==> src/rtl/uart_pkg.sv <==
// rtl/uart_pkg.sv - shared UART types and frame helpers for TX and RX
package uart_pkg;

    typedef enum logic [1:0] {
        PARITY_NONE = 2'd0,
        PARITY_ODD  = 2'd1,
        PARITY_EVEN = 2'd2
    } parity_t;

    typedef enum logic [2:0] {
        TX_IDLE     = 3'd0,
        TX_START    = 3'd1,
        TX_DATA     = 3'd2,
        TX_PAR      = 3'd3,
        TX_STOP     = 3'd4,
        TX_BRK      = 3'd5,
        TX_BRK_MARK = 3'd6
    } tx_state_t;

    // Widest payload supported; narrower words are zero-extended, which leaves parity unchanged
    localparam int MAX_DATA_BITS = 9;

    function automatic int frame_bits(input int data_bits, input parity_t parity, input int stop_bits);
        return 1 + data_bits + ((parity != PARITY_NONE) ? 1 : 0) + stop_bits;
    endfunction

    function automatic logic parity_bit(input logic [MAX_DATA_BITS-1:0] data, input parity_t parity);
        case (parity)
            PARITY_EVEN: return ^data;
            PARITY_ODD:  return ~^data;
            default:     return 1'b0;
        endcase
    endfunction

endpackage

==> src/rtl/uart_baud_ctr.sv <==
// rtl/uart_baud_ctr.sv - bit-time counter emitting a one-cycle pulse at the end of each bit
module uart_baud_ctr #(
    parameter int CLKS_PER_BIT = 868
) (
    input  logic clk,
    input  logic sresetn,
    input  logic clear,
    output logic bit_end
);

    localparam int CNT_W = (CLKS_PER_BIT > 1) ? $clog2(CLKS_PER_BIT) : 1;
    localparam logic [CNT_W-1:0] LAST = CNT_W'(CLKS_PER_BIT - 1);

    logic [CNT_W-1:0] cnt;

    // Count 0..CLKS_PER_BIT-1 and wrap; clear holds the phase at zero so the first bit is full length
    always_ff @(posedge clk) begin
        if (!sresetn || clear) begin
            cnt <= '0;
        end else if (cnt == LAST) begin
            cnt <= '0;
        end else begin
            cnt <= cnt + CNT_W'(1);
        end
    end

    assign bit_end = !clear && (cnt == LAST);

endmodule

==> src/rtl/uart_tx_frame.sv <==
// rtl/uart_tx_frame.sv - parametrised UART transmitter with parity, stop bits and break
module uart_tx_frame
    import uart_pkg::*;
#(
    parameter int unsigned CLK_FREQ  = 100_000_000,
    parameter int unsigned BAUD_RATE = 115_200,
    parameter int          DATA_BITS = 8,
    parameter parity_t     PARITY    = PARITY_NONE,
    parameter int          STOP_BITS = 1
) (
    input  logic                 clk,
    input  logic                 sresetn,
    input  logic                 serial_ready,
    input  logic                 send_break,
    output logic                 serial_data,
    output logic                 busy,
    output logic                 s_axis_tready,
    input  logic                 s_axis_tvalid,
    input  logic [DATA_BITS-1:0] s_axis_tdata
);

    localparam int CLKS_PER_BIT = int'(CLK_FREQ / BAUD_RATE);
    localparam int FRAME_BITS   = frame_bits(DATA_BITS, PARITY, STOP_BITS);
    localparam int IDX_W        = $clog2(FRAME_BITS + 1);

    localparam logic [IDX_W-1:0] LAST_DATA = IDX_W'(DATA_BITS - 1);
    localparam logic [IDX_W-1:0] LAST_STOP = IDX_W'(STOP_BITS - 1);
    localparam logic [IDX_W-1:0] LAST_BRK  = IDX_W'(FRAME_BITS - 1);

    generate
        if (CLKS_PER_BIT < 2) begin : g_bad_clks_per_bit
            $error("uart_tx_frame: CLKS_PER_BIT must be at least 2");
        end
        if (DATA_BITS < 5 || DATA_BITS > 9) begin : g_bad_data_bits
            $error("uart_tx_frame: DATA_BITS must be in 5..9");
        end
        if (STOP_BITS != 1 && STOP_BITS != 2) begin : g_bad_stop_bits
            $error("uart_tx_frame: STOP_BITS must be 1 or 2");
        end
    endgenerate

    tx_state_t              state_q, state_d;
    logic [IDX_W-1:0]       idx_q, idx_d;
    logic [DATA_BITS-1:0]   shreg_q, shreg_d;
    logic                   par_q, par_d;
    logic                   line_q, line_d;
    logic                   accept;
    logic                   bit_end;
    logic                   baud_clear;

    assign s_axis_tready = (state_q == TX_IDLE) && serial_ready && !send_break && sresetn;
    assign accept        = s_axis_tready && s_axis_tvalid;
    assign busy          = sresetn && (state_q != TX_IDLE);
    // Line is forced idle-high combinationally so it rises the moment reset asserts
    assign serial_data   = line_q || !sresetn;
    assign baud_clear    = (state_q == TX_IDLE);

    uart_baud_ctr #(
        .CLKS_PER_BIT(CLKS_PER_BIT)
    ) u_baud_ctr (
        .clk    (clk),
        .sresetn(sresetn),
        .clear  (baud_clear),
        .bit_end(bit_end)
    );

    // State and bit-index registers
    always_ff @(posedge clk) begin
        if (!sresetn) begin
            state_q <= TX_IDLE;
            idx_q   <= '0;
        end else begin
            state_q <= state_d;
            idx_q   <= idx_d;
        end
    end

    // Next state: break wins in IDLE, every other state advances on bit boundaries only
    always_comb begin
        state_d = state_q;
        case (state_q)
            TX_IDLE: begin
                if (send_break && serial_ready) begin
                    state_d = TX_BRK;
                end else if (accept) begin
                    state_d = TX_START;
                end
            end
            TX_START: begin
                if (bit_end) state_d = TX_DATA;
            end
            TX_DATA: begin
                if (bit_end && idx_q == LAST_DATA) begin
                    state_d = (PARITY != PARITY_NONE) ? TX_PAR : TX_STOP;
                end
            end
            TX_PAR: begin
                if (bit_end) state_d = TX_STOP;
            end
            TX_STOP: begin
                if (bit_end && idx_q == LAST_STOP) state_d = TX_IDLE;
            end
            TX_BRK: begin
                if (bit_end && idx_q == LAST_BRK) state_d = TX_BRK_MARK;
            end
            TX_BRK_MARK: begin
                if (bit_end) state_d = TX_IDLE;
            end
            default: state_d = TX_IDLE;
        endcase

        if (state_d != state_q) begin
            idx_d = '0;
        end else if (bit_end) begin
            idx_d = idx_q + IDX_W'(1);
        end else begin
            idx_d = idx_q;
        end
    end

    // Outputs: capture word and parity on accept, shift per data bit, and pick the next line level
    always_comb begin
        shreg_d = shreg_q;
        par_d   = par_q;
        line_d  = 1'b1;
        if (accept) begin
            shreg_d = s_axis_tdata;
            par_d   = parity_bit(MAX_DATA_BITS'(s_axis_tdata), PARITY);
        end else if (state_q == TX_DATA && bit_end) begin
            shreg_d = shreg_q >> 1;
        end
        case (state_d)
            TX_START, TX_BRK: line_d = 1'b0;
            TX_DATA:          line_d = shreg_d[0];
            TX_PAR:           line_d = par_d;
            default:          line_d = 1'b1;
        endcase
    end

    // Datapath registers; the line is registered so each bit starts cleanly on a clock edge
    always_ff @(posedge clk) begin
        if (!sresetn) begin
            shreg_q <= '0;
            par_q   <= 1'b0;
            line_q  <= 1'b1;
        end else begin
            shreg_q <= shreg_d;
            par_q   <= par_d;
            line_q  <= line_d;
        end
    end

endmodule

==> config.mk <==
export PLATFORM = sky130hd
export DESIGN_NAME = uart_tx_frame
export DESIGN_NICKNAME = d
export VERILOG_FILES = /design/src/rtl/uart_pkg.sv /design/src/rtl/uart_baud_ctr.sv /design/src/rtl/uart_tx_frame.sv
export SDC_FILE = /design/constraint.sdc
export NUM_CORES = 1
export LEC_CHECK = 0
export ABC_AREA = 1
export BUFFER_PORTS_ARGS = -buffer_cell sky130_fd_sc_hd__buf_2
export CORE_MARGIN = 5
export CORE_UTILIZATION = 27
export CTS_CLUSTER_SIZE = 10
export DETAILED_ROUTE_END_ITERATION = 7
export GPL_ROUTABILITY_DRIVEN = 0
export PLACE_DENSITY = 0.41
export SYNTH_ARGS = -nofsm -noshare
export SYNTH_HDL_FRONTEND = slang
export SYNTH_HIERARCHICAL = 1
export SYNTH_SLANG_ARGS = --single-unit
==> constraint.sdc <==
create_clock -name clk -period 3.1 [get_ports clk]
set_clock_uncertainty 0.15 [all_clocks]
set_input_delay 0.465 -clock clk [delete_from_list [all_inputs] [get_ports clk]]
set_output_delay 0.465 -clock clk [all_outputs]
set_load 0.05 [all_outputs]
==> metrics.cfg, run 1 <==
[timing]
maxSlewViolCount=0
rsz0062_at_grt=no
period_share=0.715
max_slew.worst_pin.slew_ns=0.388
slew_headroom=0.741
layout_min_cycle_time_ns=2.22
setup_violations=0
finalSetupTns_ns=0
finalHoldViolations=0
fmax_mhz=451

[clock_network]
cts_max_level=1
clockBufferDepth=2
cts_resized=0
insertion_delay_ns=0.28
cts_buffers=3
cts_tree=yes
post_cts_buffers=0
clock_sinks=27
ctsHoldBuffers=0
path_clk_slew_ns=0.11
cts_root_buffer=clkbuf_8

[power]
p_int_w=0.000506
p_per_area_nw_per_um2=434
swShare=0.334
leakage_nw=0.697
p_clk_frac=0.291
p_seq_frac=0.500
power.net_switching_w=0.000254
p_comb_frac=0.209
ir_drop_mv=0.292

[drt]
wl_per_cell_um=10.8
finalWirelength_um=3260
drt_iter0_drc=40
ant_nets=0
vias=1329
routed_via_density=4.40
drt_pass1_iterations=4
drc_errors=0

[critical_path]
arrival_ns=1.60
path_class=flop to primary output
startpoint_type=flop
crit_required_ns=2.48
r2r_slack_ns=0.92
cp-end-kind=primary output
crit_fanout=8

[finish]
nets=248
drive_gt1_frac=0.252
syn_to_final_growth_pct=11.0
n_antenna_cell=0
final_util=0.313

[grt]
grt_overflow_total=0
busiest_layer=met2
grt_pass1_vias=1226
met3_usage=0.0257
use_met1=0.115
grt_max_degree=18
met2_usage=0.155
grt_pass1_wl_um=5510
gr-usage-all-layers=0.0917
antenna_found_initial=0

[placed_design]
io_buffers=15
dpl.hpwl_um=2480

[synth]
async_reset_ff_frac=0
synth_area_leaders=dfxtp_1 (34%), nand2_1 (12%), nor2_1 (5.7%)
post-synth-top-area-cell=dfxtp_1
synth_top_cell_area_share=0.342
yosysMostFrequentCell=nand2_1
ys_types=26
syn_avg_cell_area_um2=7.34
syn_nets=232
synthTopCellsByCount=nand2_1 (52), dfxtp_1 (27), nor2_1 (24)
ys_seq_area_frac=0.342
yosysWarnings=6
syn-cell-area_um2=1580
synth_ff_type=dfxtp_1
synth-seq-cells=27
synth_edf_count=0
synthCells=215

[outcome]
status=completed

[floorplan]
start_util=0.282
fp.dieW_um=86.5
dieArea_um2=7480
core_area_um2=5610
boundaryPins=16
rows=27
fp.dieH_um=86.5

[min_path]
hp-class=primary input to flop

[flow_run]
cap_violations=0

cells by family after synthesis:
family,after synthesis,synth area share
compound gates,23,0.0824
simple gates,127,0.422
xor+xnor,7,0.0388
flops,27,0.342
buf+inv,27,0.0832
fa+ha+maj,4,0.0317
metrics by stage:
| step | cell area (um^2) | setup slack [ns] | power, W | hold slack, ns | instances |
|---|---|---|---|---|---|
| 3_5_place_dp | 1700 | 0.922 | 0.000549 | 0.294 | 298 |
| 4_1_cts | 1750 | 0.854 | 0.000774 | 0.294 | 302 |
| 3_3_place_gp | 1700 | 0.936 | 0.000553 | 0.295 | 298 |
| 2_1_floorplan | 1580 | 1.06 | 0.000515 | 0.267 | 215 |
| 5_1_grt | 1750 | 0.633 | 0.000812 | 0.307 | 302 |
| 6_report | 1750 | 0.885 | 0.000760 | 0.304 | 302 |
area by class of cell:
class | instances | area (um^2)
fill | 628 | 3850
multi-input combinational | 161 | 907
sequential | 27 | 541
tap | 72 | 90.1
timing repair buffer | 16 | 82.6
inverter | 22 | 82.6
clock buffer | 3 | 41.3
clock inverter | 1 | 8.76
routing by layer:
metal,vias to the layer above,part of all wire
met5,-,0
met4,0,0.0083
met2,16,0.47
met1,589,0.50
met3,4,0.028
li1,720,-
sequential cells by signal, summed over array words and instances, names as in the netlist:
| signal | cells |
|---|---|
| idx_q | 4 |
| u_baud_ctr/cnt | 10 |
| state_q | 3 |
| line_q | 1 |
| shreg_q | 8 |
| par_q | 1 |
worst paths after layout:
kind | cells after the start | end | from
hold reg to reg | 2 | par_q | par_q
setup reg to reg | 14 | line_q | state_q[2]
hold / removal | 3 | shreg_q[7] | s_axis_tdata[7]
setup / recovery | 5 | busy | state_q[2]
power by group through the flow:
stage	Clock (W)	Combinational [W]	Sequential [W]
floorplan	0	0.000135	0.000380
global placement	0	0.000164	0.000388
detailed placement	0	0.000161	0.000388
CTS	0.000232	0.000162	0.000380
global route	0.000252	0.000178	0.000382
finish	0.000221	0.000159	0.000380
cells in the final DEF, fill, tap and decap left out, types with 6 or more instances in the layout:
master   count
nand3_2      6
a31oi_1      6
nand2_2      9
dfxtp_1     27
o21ai_0      7
inv_1       19
nand4_1      6
nor2_1      24
nor2_2       6
nand2_1     52
a21oi_1      8
nand3_1      9
buf_2       15
worst max-delay path, cell delays in order, from the launching register on:
cell and delay (ns):
dfxtp_1 0.57, inv_2 0.12, nand2_2 0.13, inv_1 0.09
nor2_1 0.13, buf_2 0.28
(Power assumes the default switching activity.)
==> run 2, diff against run 1 <==
clock period = 2.2 ns   (was 3.1 ns; I/O delays follow)
==> metrics.cfg, run 2 (synthesized netlist as in run 1, its figures left out) <==
[finish]
final_common_cell=nand2_1  ; unchanged
largest_reg_flops=10  ; unchanged
largest_register=u_baud_ctr/cnt  ; unchanged
final_cell_mix=nand2_1 (49), dfxtp_1 (25), nor2_1 (21)  ; was nand2_1 (52), dfxtp_1 (27), nor2_1 (24)
multi_input_area_um2=945  ; was 907 um^2
fill_cells=645  ; was 628
nets=262  ; was 248
reg.largest.list=u_baud_ctr/cnt (10), shreg_q (8), idx_q (4)  ; unchanged
syn_to_final_growth_pct=20.6  ; was 11.0%
drive_gt1_frac=0.332  ; was 0.252
regArea_um2=548  ; was 541 um^2
n_antenna_cell=0  ; unchanged

[clock_network]
ctsHoldBuffers=0  ; unchanged
path_clk_slew_ns=0.11  ; about the same
cts_max_level=1  ; unchanged
cts_tree=yes  ; unchanged
cts_root_buffer=clkbuf_8  ; unchanged
clock_sinks=27  ; unchanged
clockBufferDepth=2  ; unchanged
cts_buffers=3  ; unchanged
insertion_delay_ns=0.28  ; about the same

[critical_path]
r2r_end=idx_q[0]  ; was line_q
path_delay_family=simple AND/OR/NAND/NOR gates  ; was flip-flops
ff2ff_path_depth=13  ; was 14
crit_start=u_baud_ctr/cnt[0]  ; was state_q[2]
r2r_slack_ns=0.17  ; was 0.92 ns
crit_required_ns=2.27  ; was 2.48 ns
startpoint_type=flop  ; unchanged
crit_chain=ha_4 > nand2_2 > nor2_2 > nand3_2 > nor2_4 > buf_2 > buf_4 > nand3_2 > nand2_2 > buf_4 > nor2_1 > nand3_4 > nor3_2  ; was inv_2 > nand2_2 > inv_1 > nor2_1 > buf_2
cp-end-kind=flop  ; was primary output
path_class=flop to flop  ; was flop to primary output
crit_fanout=5  ; was 8
path_depth=13  ; was 5
r2r-start=u_baud_ctr/cnt[0]  ; was state_q[2]
slowest_stage=dfxtp_4  ; was dfxtp_1
endpoint=idx_q[0]  ; was busy
crit_buf_inv=3  ; unchanged
arrival_ns=2.10  ; was 1.60 ns
cp_slowest_stage_delay_ns=0.37  ; was 0.57 ns

[timing]
finalHoldViolations=0  ; unchanged
slew_headroom=0.834  ; was 0.741
finalWorstSetupSlack_ns=0.175  ; was 0.885 ns
setup_violations=0  ; unchanged
layout_min_cycle_time_ns=2.03
maxSlewViolCount=0  ; unchanged
max_slew.worst_pin.slew_ns=0.250  ; was 0.388 ns
period_share=0.921
finalSetupTns_ns=0  ; unchanged
fmax_mhz=494

[drt]
finalWirelength_um=3500  ; was 3260 um
routed_via_density=4.36  ; was 4.40
dr_wl_met3_um=102  ; was 92 um
wl_per_cell_um=11.1  ; was 10.8 um
drt_iter0_drc=61  ; was 40
drc_errors=0  ; unchanged
wl_met1_um=1740  ; was 1620 um
routed.top_layer=met4  ; unchanged
drt_pass1_iterations=4  ; unchanged
vias=1378  ; was 1329
met2WireLength_um=1630  ; was 1530 um
ant_nets=0  ; unchanged

[grt]
grt_pass1_vias=1295  ; was 1226
grt_pass1_wl_um=5870  ; was 5510 um
grt_max_degree=18  ; unchanged
gr-usage-all-layers=0.0979  ; was 0.0917
antenna_found_initial=0  ; unchanged
grt_overflow_total=0  ; unchanged

[floorplan]
dieArea_um2=7480  ; unchanged
core_area_um2=5610  ; unchanged
fp.dieW_um=86.5  ; unchanged
boundaryPins=16  ; unchanged
rows=27  ; unchanged
fp.dieH_um=86.5  ; unchanged
start_util=0.282  ; unchanged

[min_path]
hp-class=primary input to flop  ; unchanged

[flow_run]
cap_violations=0  ; unchanged

[power]
p_per_area_nw_per_um2=585  ; was 434 nW/um^2
leakage_nw=0.767  ; was 0.697 nW
ir_drop_mv=0.469  ; was 0.292 mV

[placed_design]
io_buffers=15  ; unchanged
dpl.hpwl_um=2570  ; was 2480 um
pre_cts_slack_ns=0.0460  ; was 0.922 ns

[outcome]
status=completed  ; unchanged

==> run 2: cell count changes in the layout (fill, tap and decap cells not counted), moves of 2 or more <==
cell	previous run	this run
buf_4	1	13
nand2_1	52	49
nand2_2	9	12
nor2_1	24	21
dfxtp_1	27	25
dfxtp_4	0	2
nor2_4	3	5
==> run 2: cell type report <==
| type | count | area share |
|---|---|---|
| clock inverters | 1 | 0.00460 |
| inverters | 22 | 0.0434 |
| multi-input cells | 161 | 0.496 |
| flip-flops and latches | 27 | 0.288 |
| clock buffers | 3 | 0.0217 |
| well taps | 72 | 0.0473 |
| repair buffers | 30 | 0.0992 |
==> run 2: report_power, final <==
group / switching (W) / internal [W]
Clock: 0.000182 / 0.000134
Sequential: 0.0000130 / 0.000511
Combinational: 0.000180 / 0.0000949
Total: 0.000374 / 0.000739
==> run 2: repair_timing <==
action	CTS	global route
buffers inserted	0	6
setup endpoints to repair	0	13
resized for setup	0	15
hold endpoints to repair	0	0
==> run 2: how the worst min path moves through the flow <==
stage | start | end | cells after the start
2_1_floorplan | par_q | par_q | 2
3_3_place_gp | par_q | par_q | 2
3_5_place_dp | par_q | par_q | 2
4_1_cts | s_axis_tdata[7] | shreg_q[7] | 3
5_1_grt | s_axis_tdata[7] | shreg_q[7] | 3
6_report | s_axis_tdata[7] | shreg_q[7] | 3
==> run 2: metal layers <==
metal	global-route usage	vias up
li1	-	751
met1	0.127	608
met2	0.161	17
met3	0.0257	2
met4	0.0255	0
met5	0	-
==> run 2: tightest hold or removal path: cells and delay by family <==
kind	cells	cell delay, ns
buffers and inverters	1	0.09
and+or+nand+nor	1	0.07
AOI/OAI and AO/OA	1	0.06
==> run 2: through the flow <==
step / area (um^2) / hold slack, ns / power, W / std cells / utilization
3_5_place_dp: 1760 / 0.288 / 0.000798 / 305 / 0.313
3_3_place_gp: 1760 / 0.285 / 0.000802 / 305 / 0.313
4_1_cts: 1810 / 0.159 / 0.00112 / 309 / 0.322
5_1_grt: 1900 / 0.165 / 0.00118 / 316 / 0.340
6_report: 1900 / 0.159 / 0.00111 / 316 / 0.340
2_1_floorplan: 1580 / 0.267 / 0.000726 / 215 / -
